`src/rtl/countdown_pkg.sv`:
```
// Shared types and helpers for the two-digit BCD countdown controller.
package countdown_pkg;

  typedef enum logic [1:0] {IDLE, RUN, PAUSE, DONE} cd_state_t;
  typedef logic [3:0] bcd_t;

  localparam bcd_t BCD_MAX = 4'd9;

  function automatic logic bcd_valid(bcd_t d);
    return (d <= BCD_MAX);
  endfunction

endpackage

```
`src/rtl/countdown_ctrl_key_edge.sv`:
```
// Key conditioner: two-flop synchroniser followed by a rising-edge detector.
// The one-cycle pulse appears two clocks after the key level changes.
module key_edge (
  input  logic clk_i,
  input  logic rst,
  input  logic key_i,
  output logic pulse_o
);

  // [0],[1] synchronise; [2] holds the previous synchronised level
  logic [2:0] sync_q;

  always_ff @(posedge clk_i or posedge rst) begin
    if (rst) begin
      sync_q <= '0;
    end else begin
      sync_q <= {sync_q[1:0], key_i};
    end
  end

  assign pulse_o = sync_q[1] & ~sync_q[2];

endmodule

```
`src/rtl/countdown_ctrl.sv`:
```
// Two-digit BCD countdown controller with start/pause and clear keys.
// Define COUNTDOWN_BLINK_EN to keep the prescaler running in DONE and blink the display.
module countdown_ctrl
  import countdown_pkg::*;
#(
  parameter int unsigned TICK_DIV  = 100_000_000,
  parameter logic [7:0]  START_VAL = 8'h10
) (
  input  logic       clk_i,
  input  logic       rst,
  input  logic       key_start_i,
  input  logic       key_clr_i,
  input  logic [7:0] load_val_i,
  output logic [3:0] bcd_tens_o,
  output logic [3:0] bcd_ones_o,
  output logic       running_o,
  output logic       done_o,
  output logic       tick_o,
  output logic       blank_o
);

  localparam int unsigned     PW         = (TICK_DIV > 1) ? $clog2(TICK_DIV) : 1;
  localparam logic [PW-1:0]   PRESC_LAST = PW'(TICK_DIV - 1);

  logic start_p, clr_p;

  key_edge u_start_edge (.clk_i(clk_i), .rst(rst), .key_i(key_start_i), .pulse_o(start_p));
  key_edge u_clr_edge   (.clk_i(clk_i), .rst(rst), .key_i(key_clr_i),   .pulse_o(clr_p));

  cd_state_t     state_q;
  bcd_t          tens_q, ones_q;
  logic [PW-1:0] presc_q;
  logic          running_q, done_q, tick_q;

  bcd_t          rl_tens_d, rl_ones_d, dec_tens_d, dec_ones_d;
  logic [PW-1:0] presc_inc_d;
  logic          presc_on, wrap, dec_zero, is_zero;

  // An out-of-range nibble anywhere invalidates the whole preset
  always_comb begin
    rl_tens_d = START_VAL[7:4];
    rl_ones_d = START_VAL[3:0];
    if (bcd_valid(load_val_i[7:4]) && bcd_valid(load_val_i[3:0])) begin
      rl_tens_d = load_val_i[7:4];
      rl_ones_d = load_val_i[3:0];
    end
  end

  always_comb begin
    dec_tens_d = tens_q;
    dec_ones_d = ones_q - 4'd1;
    if (ones_q == 4'd0) begin
      dec_tens_d = tens_q - 4'd1;
      dec_ones_d = BCD_MAX;
    end
  end

  assign dec_zero    = (dec_tens_d == 4'd0) && (dec_ones_d == 4'd0);
  assign is_zero     = (tens_q == 4'd0) && (ones_q == 4'd0);
  assign presc_inc_d = presc_q + 1'b1;

`ifdef COUNTDOWN_BLINK_EN
  logic blank_q;
  assign presc_on = (state_q == RUN) || (state_q == DONE);
  assign blank_o  = blank_q;
`else
  assign presc_on = (state_q == RUN);
  assign blank_o  = 1'b0;
`endif

  assign wrap = presc_on && (presc_q == PRESC_LAST);

  always_ff @(posedge clk_i or posedge rst) begin
    if (rst) begin
      state_q   <= IDLE;
      tens_q    <= START_VAL[7:4];
      ones_q    <= START_VAL[3:0];
      presc_q   <= '0;
      running_q <= 1'b0;
      done_q    <= 1'b0;
      tick_q    <= 1'b0;
`ifdef COUNTDOWN_BLINK_EN
      blank_q   <= 1'b0;
`endif
    end else begin
      tick_q <= 1'b0;
      case (state_q)
        IDLE: begin
          if (clr_p) begin
            tens_q  <= rl_tens_d;
            ones_q  <= rl_ones_d;
            presc_q <= '0;
          end else if (start_p) begin
            presc_q <= '0;
            if (is_zero) begin
              state_q <= DONE;
              done_q  <= 1'b1;
            end else begin
              state_q   <= RUN;
              running_q <= 1'b1;
            end
          end
        end
        RUN: begin
          if (clr_p) begin
            state_q   <= IDLE;
            running_q <= 1'b0;
            tens_q    <= rl_tens_d;
            ones_q    <= rl_ones_d;
            presc_q   <= '0;
          end else begin
            if (wrap) begin
              presc_q <= '0;
              tick_q  <= 1'b1;
              tens_q  <= dec_tens_d;
              ones_q  <= dec_ones_d;
            end else begin
              presc_q <= presc_inc_d;
            end
            // Reaching 00 beats a simultaneous pause request
            if (wrap && dec_zero) begin
              state_q   <= DONE;
              running_q <= 1'b0;
              done_q    <= 1'b1;
            end else if (start_p) begin
              state_q   <= PAUSE;
              running_q <= 1'b0;
            end
          end
        end
        PAUSE: begin
          if (clr_p) begin
            state_q <= IDLE;
            tens_q  <= rl_tens_d;
            ones_q  <= rl_ones_d;
            presc_q <= '0;
          end else if (start_p) begin
            state_q   <= RUN;
            running_q <= 1'b1;
          end
        end
        DONE: begin
          if (clr_p || start_p) begin
            state_q <= IDLE;
            done_q  <= 1'b0;
            tens_q  <= rl_tens_d;
            ones_q  <= rl_ones_d;
            presc_q <= '0;
`ifdef COUNTDOWN_BLINK_EN
            blank_q <= 1'b0;
          end else if (wrap) begin
            presc_q <= '0;
            tick_q  <= 1'b1;
            blank_q <= ~blank_q;
          end else begin
            presc_q <= presc_inc_d;
`endif
          end
        end
        default: state_q <= IDLE;
      endcase
    end
  end

  assign bcd_tens_o = tens_q;
  assign bcd_ones_o = ones_q;
  assign running_o  = running_q;
  assign done_o     = done_q;
  assign tick_o     = tick_q;

endmodule
```
`config.mk`:
```
export PLATFORM = sky130hd
export DESIGN_NAME = countdown_ctrl
export DESIGN_NICKNAME = d
export VERILOG_FILES = /design/src/rtl/countdown_pkg.sv /design/src/rtl/countdown_ctrl_key_edge.sv /design/src/rtl/countdown_ctrl.sv
export SDC_FILE = /design/constraint.sdc
export NUM_CORES = 1
export LEC_CHECK = 0
export BUFFER_PORTS_ARGS = -buffer_cell sky130_fd_sc_hd__buf_4
export CAP_MARGIN = 40
export CORE_ASPECT_RATIO = 1.2
export CORE_MARGIN = 2
export CORE_UTILIZATION = 37
export CTS_CLUSTER_DIAMETER = 30
export DETAILED_ROUTE_END_ITERATION = 12
export RECOVER_POWER = 25
export SYNTH_ARGS = -nofsm -noshare
export SYNTH_HDL_FRONTEND = slang
export SYNTH_SLANG_ARGS = --single-unit
```
`constraint.sdc`:
```
create_clock -name clk_i -period 5.58 [get_ports clk_i]
set_input_delay 1.116 -clock clk_i [delete_from_list [all_inputs] [get_ports clk_i]]
set_output_delay 1.116 -clock clk_i [all_outputs]
set_load 0.02 [all_outputs]
```
# --- Word level (Yosys, flattened, before mapping) ---
# Index checks and enable logic that the tools add are counted.
op_classes:
  n_mux: 50
  n_bitwise: 4
  addsub: 3
  n_reduce_logical: 19
  n_eq_ne: 19
  order_cmp: 2
ops:
  columns: ["cell", "n"]
  rows:
  - ["$mux 27", 6]
  - ["$pmux 27 s4", 1]
  - ["$mux 4", 12]
  - ["$add 27x1->27 const B", 1]
  - ["$eq 27x27->1 const B", 1]
  - ["$pmux 4 s3", 2]
  - ["$mux 2", 9]
  - ["$ne 2x2->1 const B", 9]
  - ["$mux 1", 17]
  - ["$logic_not 4->1", 4]
  - ["$reduce_and 7->1", 2]
  - ["$le 4x4->1 const B", 2]
  - ["$pmux 2 s4", 1]
  - ["$sub 4x1->4 const B", 2]
  - ["$ne 3x3->1 const B", 2]
  - ["$pmux 1 s3", 2]
  - ["$reduce_and 3->1", 2]
  - ["$reduce_bool 3->1", 2]
  - ["$logic_and 1x1->1", 5]
  - ["$reduce_and 5->1", 1]
  - ["$eq 2x2->1 const B", 2]
  - ["$ne 2x1->1 const B", 2]
  - ["$ne 4x3->1 const B", 1]
  - ["$ne 3x2->1 const B", 1]
  - ["6 further kinds", 8]
word_totals:
  ff_bits: 46
  in_bits: 12
  elab_cells: 106
  out_inout_bits: 12

# --- Longest topological paths before layout ---
# Gate-level depths: netlist (run 1).
depth:
  word_depth: 8
  depth_mapped: 8
  ltp_nobuf: 7

# --- Cells and area by module ---
# A second synthesis (run 1) with hierarchy kept.
unflattened:
  cells_unflattened: 275
  area_unflattened_um2: 2586.2
modules_own_cells:
  columns: ["mod", "area_each_um2", "cells_each", "instances"]
  rows:
  - ["countdown_ctrl", 2401.1, 265, 1]
  - ["key_edge", 92.6, 5, 2]

# --- Worst setup path after synthesis (run 1) ---
# No wires, ideal clock.
synth_timing:
  path_kind: "register to register"
  from: "register ones_q[0] (netlist: bcd_ones_o[0])"
  to: "register done_q (netlist: done_o)"
  slack_ns: 3.391
  t_arrival_ns: 2.107
  n_path_buf: 1
  t_required_ns: 5.498
  synth_period_minus_slack_ns: 2.189
  stages_incl_launch_ff: 7
  path_cell_list: "dfrtp_1 -> buf_6 -> or4_4 -> or4b_4 -> a221oi_2 -> a21oi_1 -> a31oi_1"
synth_between:
  elab_chain_cells: 7
  word_cells_on_any_way: 12
synth_rtl:
  columns: ["element", "line_no", "text"]
  rows:
  - ["from (decl)", "countdown_ctrl.sv:31", "bcd_t tens_q, ones_q;"]
  - ["from (signal assigned)", "countdown_ctrl.sv:77", "ones_q <= START_VAL[3:0];"]
  - ["from (signal assigned)", "countdown_ctrl.sv:91", "ones_q <= rl_ones_d;"]
  - ["from (signal assigned)", "countdown_ctrl.sv:109", "ones_q <= rl_ones_d;"]
  - ["$sub 4x1->4 / $logic_not 4->1 (equally long branches)", "countdown_ctrl.sv:51, countdown_ctrl.sv:52, countdown_ctrl.sv:59", null]
  - ["$mux 4", "countdown_ctrl.sv:52", "if (ones_q == 4'd0) begin"]
  - ["$logic_not 4->1", "countdown_ctrl.sv:58", "assign dec_zero = (dec_tens_d == 4'd0) && (dec_ones_d == 4'd0);"]
  - ["$logic_and 1x1->1", "countdown_ctrl.sv:58", null]
  - ["$logic_and 1x1->1", "countdown_ctrl.sv:121", "if (wrap && dec_zero) begin"]
  - ["$ne 2x1->1 (no line)", null, null]
  - ["$reduce_and 7->1 (no line) *", null, null]
  - ["to (signal assigned)", "countdown_ctrl.sv:80", "done_q <= 1'b0;"]
  - ["to (signal assigned)", "countdown_ctrl.sv:124", "done_q <= 1'b1;"]
  - ["to (signal assigned)", "countdown_ctrl.sv:145", "done_q <= 1'b0;"]
  - ["to (decl)", "countdown_ctrl.sv:33", "logic running_q, done_q, tick_q;"]
# Every way passes the cells marked *; elsewhere a longest branch is shown, timed or not.
# A chain may end at the register's enable or synchronous reset.

# --- Worst setup path after layout (run 1) ---
layout_timing:
  from: "register presc_q[0]"
  to: "register ones_q[1] (netlist: bcd_ones_o[1])"
layout_between:
  elab_chain_cells: 4
layout_rtl:
  columns: ["element", "line_no", "text"]
  rows:
  - ["from (decl)", "countdown_ctrl.sv:32", "logic [PW-1:0] presc_q;"]
  - ["from (signal assigned)", "countdown_ctrl.sv:118", "presc_q <= presc_inc_d;"]
  - ["$eq 27x27->1", "countdown_ctrl.sv:71", "assign wrap = presc_on && (presc_q == PRESC_LAST);"]
  - ["$logic_and 1x1->1", "countdown_ctrl.sv:71", null]
  - ["$ne 3x2->1 (no line)", null, null]
  - ["$reduce_and 3->1 (no line)", null, null]
# No other way between the ends.

==> results of run 1 <==
[report_power, final]
part / switching (uW) / leakage [uW] / internal [uW]
Sequential: 56.5 / 0.000606 / 376
Combinational: 311 / 0.000621 / 210
Clock: 123 / 0.0000585 / 134
[per-stage QoR]
stage | utilization | hold WS (ns) | power [uW] | worst slack (ns) | instance area [sq um]
finish | 0.435 | 0.357 | 1210 | 3.06 | 3160
global route | 0.435 | 0.381 | 1290 | 2.93 | 3160
CTS | 0.435 | 0.358 | 1220 | 3.10 | 3160
detailed placement | 0.419 | 0.335 | 958 | 3.13 | 3050
global placement | 0.415 | 0.332 | 954 | 3.21 | 3020
floorplan | - | 0.331 | 807 | 3.38 | 2790
[final timing paths]
| path | start | to | slack, ns | cells after the start |
|---|---|---|---|---|
| max in group asynchronous | rst | bcd_tens_o[0] | 3.84 | 3 |
| max reg2reg | presc_q[0] | bcd_ones_o[1] | 3.06 | 6 |
| min reg2reg | u_clr_edge.sync_q[0] | u_clr_edge.sync_q[1] | 0.36 | 0 |
| max | presc_q[0] | bcd_ones_o[1] | 3.06 | 6 |
| min | u_clr_edge.sync_q[0] | u_clr_edge.sync_q[1] | 0.36 | 0 |
| min in group asynchronous | rst | presc_q[20] | 1.02 | 2 |
[cells in the final DEF (no fill, tap or decap), types with 3 or more instances in the layout]
cell type	n
xnor2_1	18
nor3_1	6
a22o_1	4
buf_4	23
dfrtp_1	45
and2_1	3
a32o_1	5
ha_1	8
a211oi_1	12
nand3_1	15
inv_1	10
clkbuf_4	3
nor4b_1	4
o21ai_0	11
nor2b_1	3
nand2_1	24
a21o_1	4
nor4_1	4
nor2_1	26
a21oi_1	11
and4_1	4
nand4_1	6
clkbuf_8	5
[logic make-up (layout without fill, tap and decap cells)]
group / after synthesis / in the layout / synth area share
flops: 46 / 46 / 0.413
buf+inv: 27 / 45 / 0.0412
mux: 2 / 2 / 0.00807
fa+ha+maj: 8 / 8 / 0.0359
compound gates: 82 / 82 / 0.230
simple gates: 111 / 111 / 0.214
other cells: 1 / 1 / 0.00134
xor+xnor: 18 / 18 / 0.0565
[registers in the layout, summed over array words and instances (netlist names), 2 cells and up]
register and cells:
bcd_ones_o 4, bcd_tens_o 4, presc_q 27, state_q 2, u_clr_edge.sync_q 3, u_start_edge.sync_q 3
[per-layer routing]
layer / GRT usage / vias to the layer above / share of wire
met4: 0.0567 / 0 / 0.024
met1: 0.207 / 1141 / 0.46
met3: 0.0290 / 14 / 0.033
met5: 0 / - / 0
met2: 0.260 / 48 / 0.48
li1: - / 1131 / -
[layout make-up]
type                       instances  area share
inverter                          10      0.0119
multi-input combinational        222       0.482
clock buffer                       5      0.0218
sequential                        46       0.364
tap                               90      0.0356
timing repair buffer              27      0.0704
clock inverter                     3      0.0139
==> impl_metrics.yaml, run 1 <==
grt:
  grt_max_degree: 35
  gr-total-overflow: 0
  grt_pass1_vias: 2193
  antenna_found_initial: 0
  grt_pass1_wl_mm: 10.8
  grtUsageTotal: 0.157
clocking:
  cts_buffer_depth: 2
  cts_setup_buffers: 0
  clk_pin_slew_worst_paths_ns: 0.10
  clk_latency_ns: 0.31
  cts_tree: "yes"
  cts_resized: 0
  h-tree-depth: 2
  cts_made_buffers: 5
  cts_hold_buffers: 0
  root_buffer: "clkbuf_8"
  cts.sinks: 46
synthesis:
  synth-main-ff-cell: "dfrtp_1"
  synth_area_sq_um: 2790
  ys_types: 62
  syn-num-nets: 315
  syn_avg_cell_area_sq_um: 9.46
  synthTopCellsByArea: "dfrtp_1 40%, xnor2_1 5.6%, ha_1 3.6%"
  synth_edf_count: 0
  synthArstFlopShare: 1.00
  synthTopCellsByCount: "45 x dfrtp_1, 26 x nor2_1, 24 x nand2_1, 18 x xnor2_1, 15 x nand3_1"
  synth_top_area_cell: "dfrtp_1"
  yosys_warnings: 0
  ys_ff_latch: 46
  ys_seq_area_frac: 0.413
  yosysMostFrequentCell: "dfrtp_1"
  synth_top_cell_area_share: 0.403
  syn-instance-count: 295
routing:
  drtPass1Iterations: 4
  post_drt_via_cell_ratio: 5.79
  drtIter0Drc: 66
  drc: 0
  wl_mm: 6.33
  wl_per_cell_um: 15.7
  ant_nets: 0
  num_vias: 2334
setup_path:
  cp_num_buf_inv: 0
  slowest_delay_ns: 0.42
  endpoint_kind: "flop"
  worstSetupPathType: "flop to flop"
  start_kind: "flop"
  path_cells: "ha_1 -> nor4bb_1 -> nand4_2 -> o21bai_2 -> o21a_1 -> mux2_1"
  crit_fanout: 10
  slowest_stage: "o21bai_2"
  cp_top_family: "compound AO/OA/AOI/OAI gates"
  crit_arrival_ns: 2.71
  cp.required_ns: 5.77
sta:
  fin_crit_sh: 0.452
  skew_ns: 0.0105
  rsz0062_at_grt: "false"
  setup_viol: 0
  tns_ns: 0
  worst_slew_pin_slew_ns: 0.978
  timing.fmax_ghz: 0.396
  period_needed_ns: 2.52
  slew_headroom: 0.347
  final_max_slew_viol_count: 0
  hold_viol_final: 0
power_and_ir_drop:
  p_leak_uw: 0.00129
  cellPowerDensity_nw_per_um2: 383
  peakVddDrop_uv: 169
floorplan:
  core_area_sq_um: 7270
  start_util: 0.384
  die_x_um: 83.3
  rows: 34
  ios: 24
  die_h_um: 99.2
  die_area_sq_um: 8260
final_layout:
  multi_input_area_sq_um: 1520
  antenna_cells: 0
  fill_cells: 714
  fin_cells: 403
  area_delta_synth_final_pct: 13.3
  seqCellArea_sq_um: 1150
  drive_above_1_share: 0.166
  final_nets: 332
placement:
  gp_congestion: 0.804
  placedCellCount: 395
  io_buffers: 22
  hpwlAfterDp_mm: 4.50
hold_path:
  hold_class: "flop to flop"
run_status:
  outcome: "finished, final reports clean"
run:
  max-cap-violations: 0
(Power assumes the default switching activity.)
==> run 2: changes to the inputs <==
Clock period 5.58 ns to 2.6 ns, I/O delays scaled along.
==> run 2 against run 1 <==
Effect of this change: design area increased by 1.9%; final cell count increased by 2.7%; die area unchanged; via count increased by 1.2%; clock skew decreased by 0.0016 ns; sequential share of layout area decreased by 0.68 points; largest power group unchanged; critical path type unchanged; register-to-register slack got worse by 2.7 ns; non-clock buffer count increased by 11; count of clock-buffer cells in the layout unchanged; setup slack got worse by 2.7 ns; clock power increased by 110%; global-route usage increased by 1.4 points.
==> impl_metrics.yaml, run 2 (synthesized netlist as in run 1, its figures left out) <==
clocking:
  cts_tree: "yes"
  clk_latency_ns: 0.31
  cts_setup_buffers: 0
  cts.sinks: 46
  cts_made_buffers: 5
  root_buffer: "clkbuf_8"
  cts_hold_buffers: 0
  cts_resized: 0
  cts_buffer_depth: 2
  clk_pin_slew_worst_paths_ns: 0.09
  h-tree-depth: 2
sta:
  period_needed_ns: 2.27
  slew_headroom: 0.515
  worst_slew_pin_slew_ns: 0.728
  rsz0062_at_grt: "false"
  fin_crit_sh: 0.872
  tns_ns: 0
  timing.fmax_ghz: 0.441
  final_max_slew_viol_count: 0
  hold_viol_final: 0
  skew_ns: 0.00885
  setup_viol: 0
floorplan:
  rows: 34
  die_area_sq_um: 8260
  die_x_um: 83.3
  start_util: 0.384
  ios: 24
  die_h_um: 99.2
  core_area_sq_um: 7270
setup_path:
  slowest_stage: "o21bai_1"
  start_kind: "flop"
  cp.required_ns: 2.83
  worstSetupPathType: "flop to flop"
  crit_top_cell: "buf_4"
  path_cells: "inv_1 -> ha_1 -> nor2_1 -> o21bai_1 -> buf_4 -> a211oi_1 -> buf_4 -> a31o_2 -> a21oi_1"
  endpoint_kind: "flop"
  slowest_delay_ns: 0.49
  timing.rr.start: "state_q[1]"
  crit_fanout: 16
  crit_arrival_ns: 2.50
  crit_start: "state_q[1]"
routing:
  ant_nets: 0
  num_vias: 2362
  post_drt_via_cell_ratio: 5.71
  drc: 0
  drtPass1Iterations: 4
  drtIter0Drc: 89
  wl_per_cell_um: 16.1
  wl_mm: 6.66
power_and_ir_drop:
  cellPowerDensity_nw_per_um2: 826
  peakVddDrop_uv: 354
  p_leak_uw: 0.00132
grt:
  antenna_found_initial: 0
  gr-total-overflow: 0
  grt_pass1_wl_mm: 11.6
  grt_max_degree: 22
  grtUsageTotal: 0.171
  grt_pass1_vias: 2446
run_status:
  outcome: "finished, final reports clean"
placement:
  gp_congestion: 0.824
  hpwlAfterDp_mm: 4.91
  io_buffers: 22
final_layout:
  layout_common_cells: "45 x dfrtp_1, 34 x buf_4, 26 x nor2_1, 24 x nand2_1, 18 x xnor2_1"
  final_nets: 343
  final_common_cell: "dfrtp_1"
  antenna_cells: 0
  drive_above_1_share: 0.191
  final_util: 0.443
  area_delta_synth_final_pct: 15.4
  largest_reg_flops: 27
  largest-register: "presc_q"
run:
  max-cap-violations: 0
hold_path:
  hold_class: "input pin to async pin"
-- run 2: final timing paths --
kind / depth (start not counted) / slack, ns / end
setup / recovery: 9 / 0.33 / presc_q[22]
hold / removal: 2 / 0.28 / running_o
setup reg to reg: 9 / 0.33 / presc_q[22]
hold reg to reg: 0 / 0.36 / u_start_edge.sync_q[1]
max in group asynchronous: 3 / 1.26 / presc_q[9]
min in group clk_i: 1 / 0.34 / u_clr_edge.sync_q[0]
-- run 2: worst max-delay path: cells and delay by family (launching register included) --
kind | cells | cell delay [ns]
compound gates | 4 | 0.93
flops | 1 | 0.41
simple gates | 1 | 0.06
buf+inv | 3 | 0.60
fa+ha+maj | 1 | 0.18
-- run 2: layer usage --
metal  up-vias  track usage  wire, um
met5         -            0         0
met2        50        0.300      3330
met3        11       0.0332       231
li1       1151            -         -
met4         0       0.0593       128
met1      1150        0.211      2970
-- run 2: where the power goes --
part / total [uW] / internal (uW) / switching, uW / leakage (uW)
Sequential: 926 / 807 / 119 / 0.000606
Combinational: 1200 / 497 / 701 / 0.000664
Clock: 536 / 286 / 250 / 0.0000504
Total: 2660 / 1590 / 1070 / 0.00132
-- run 2: metrics by stage --
step / std cells / worst slack [ns] / total power, uW / cell area, sq um / hold slack (ns)
after CTS: 414 / 0.327 / 2680 / 3230 / 0.183
final: 414 / 0.334 / 2660 / 3220 / 0.284
after floorplan: 295 / 0.411 / 1730 / 2790 / 0.331
after global routing: 414 / 0.131 / 2860 / 3220 / 0.313
after global placement: 406 / 0.383 / 2120 / 3110 / 0.332
after detailed placement: 406 / 0.355 / 2130 / 3110 / 0.336
-- run 2: layout make-up --
| class | instances | area (sq um) |
|---|---|---|
| clock buffer | 5 | 68.8 |
| clock inverter | 3 | 45.0 |
| fill | 670 | 4050 |
| inverter | 10 | 37.5 |
| multi-input combinational | 222 | 1520 |
| sequential | 46 | 1150 |
| tap | 90 | 113 |
| timing repair buffer | 38 | 282 |
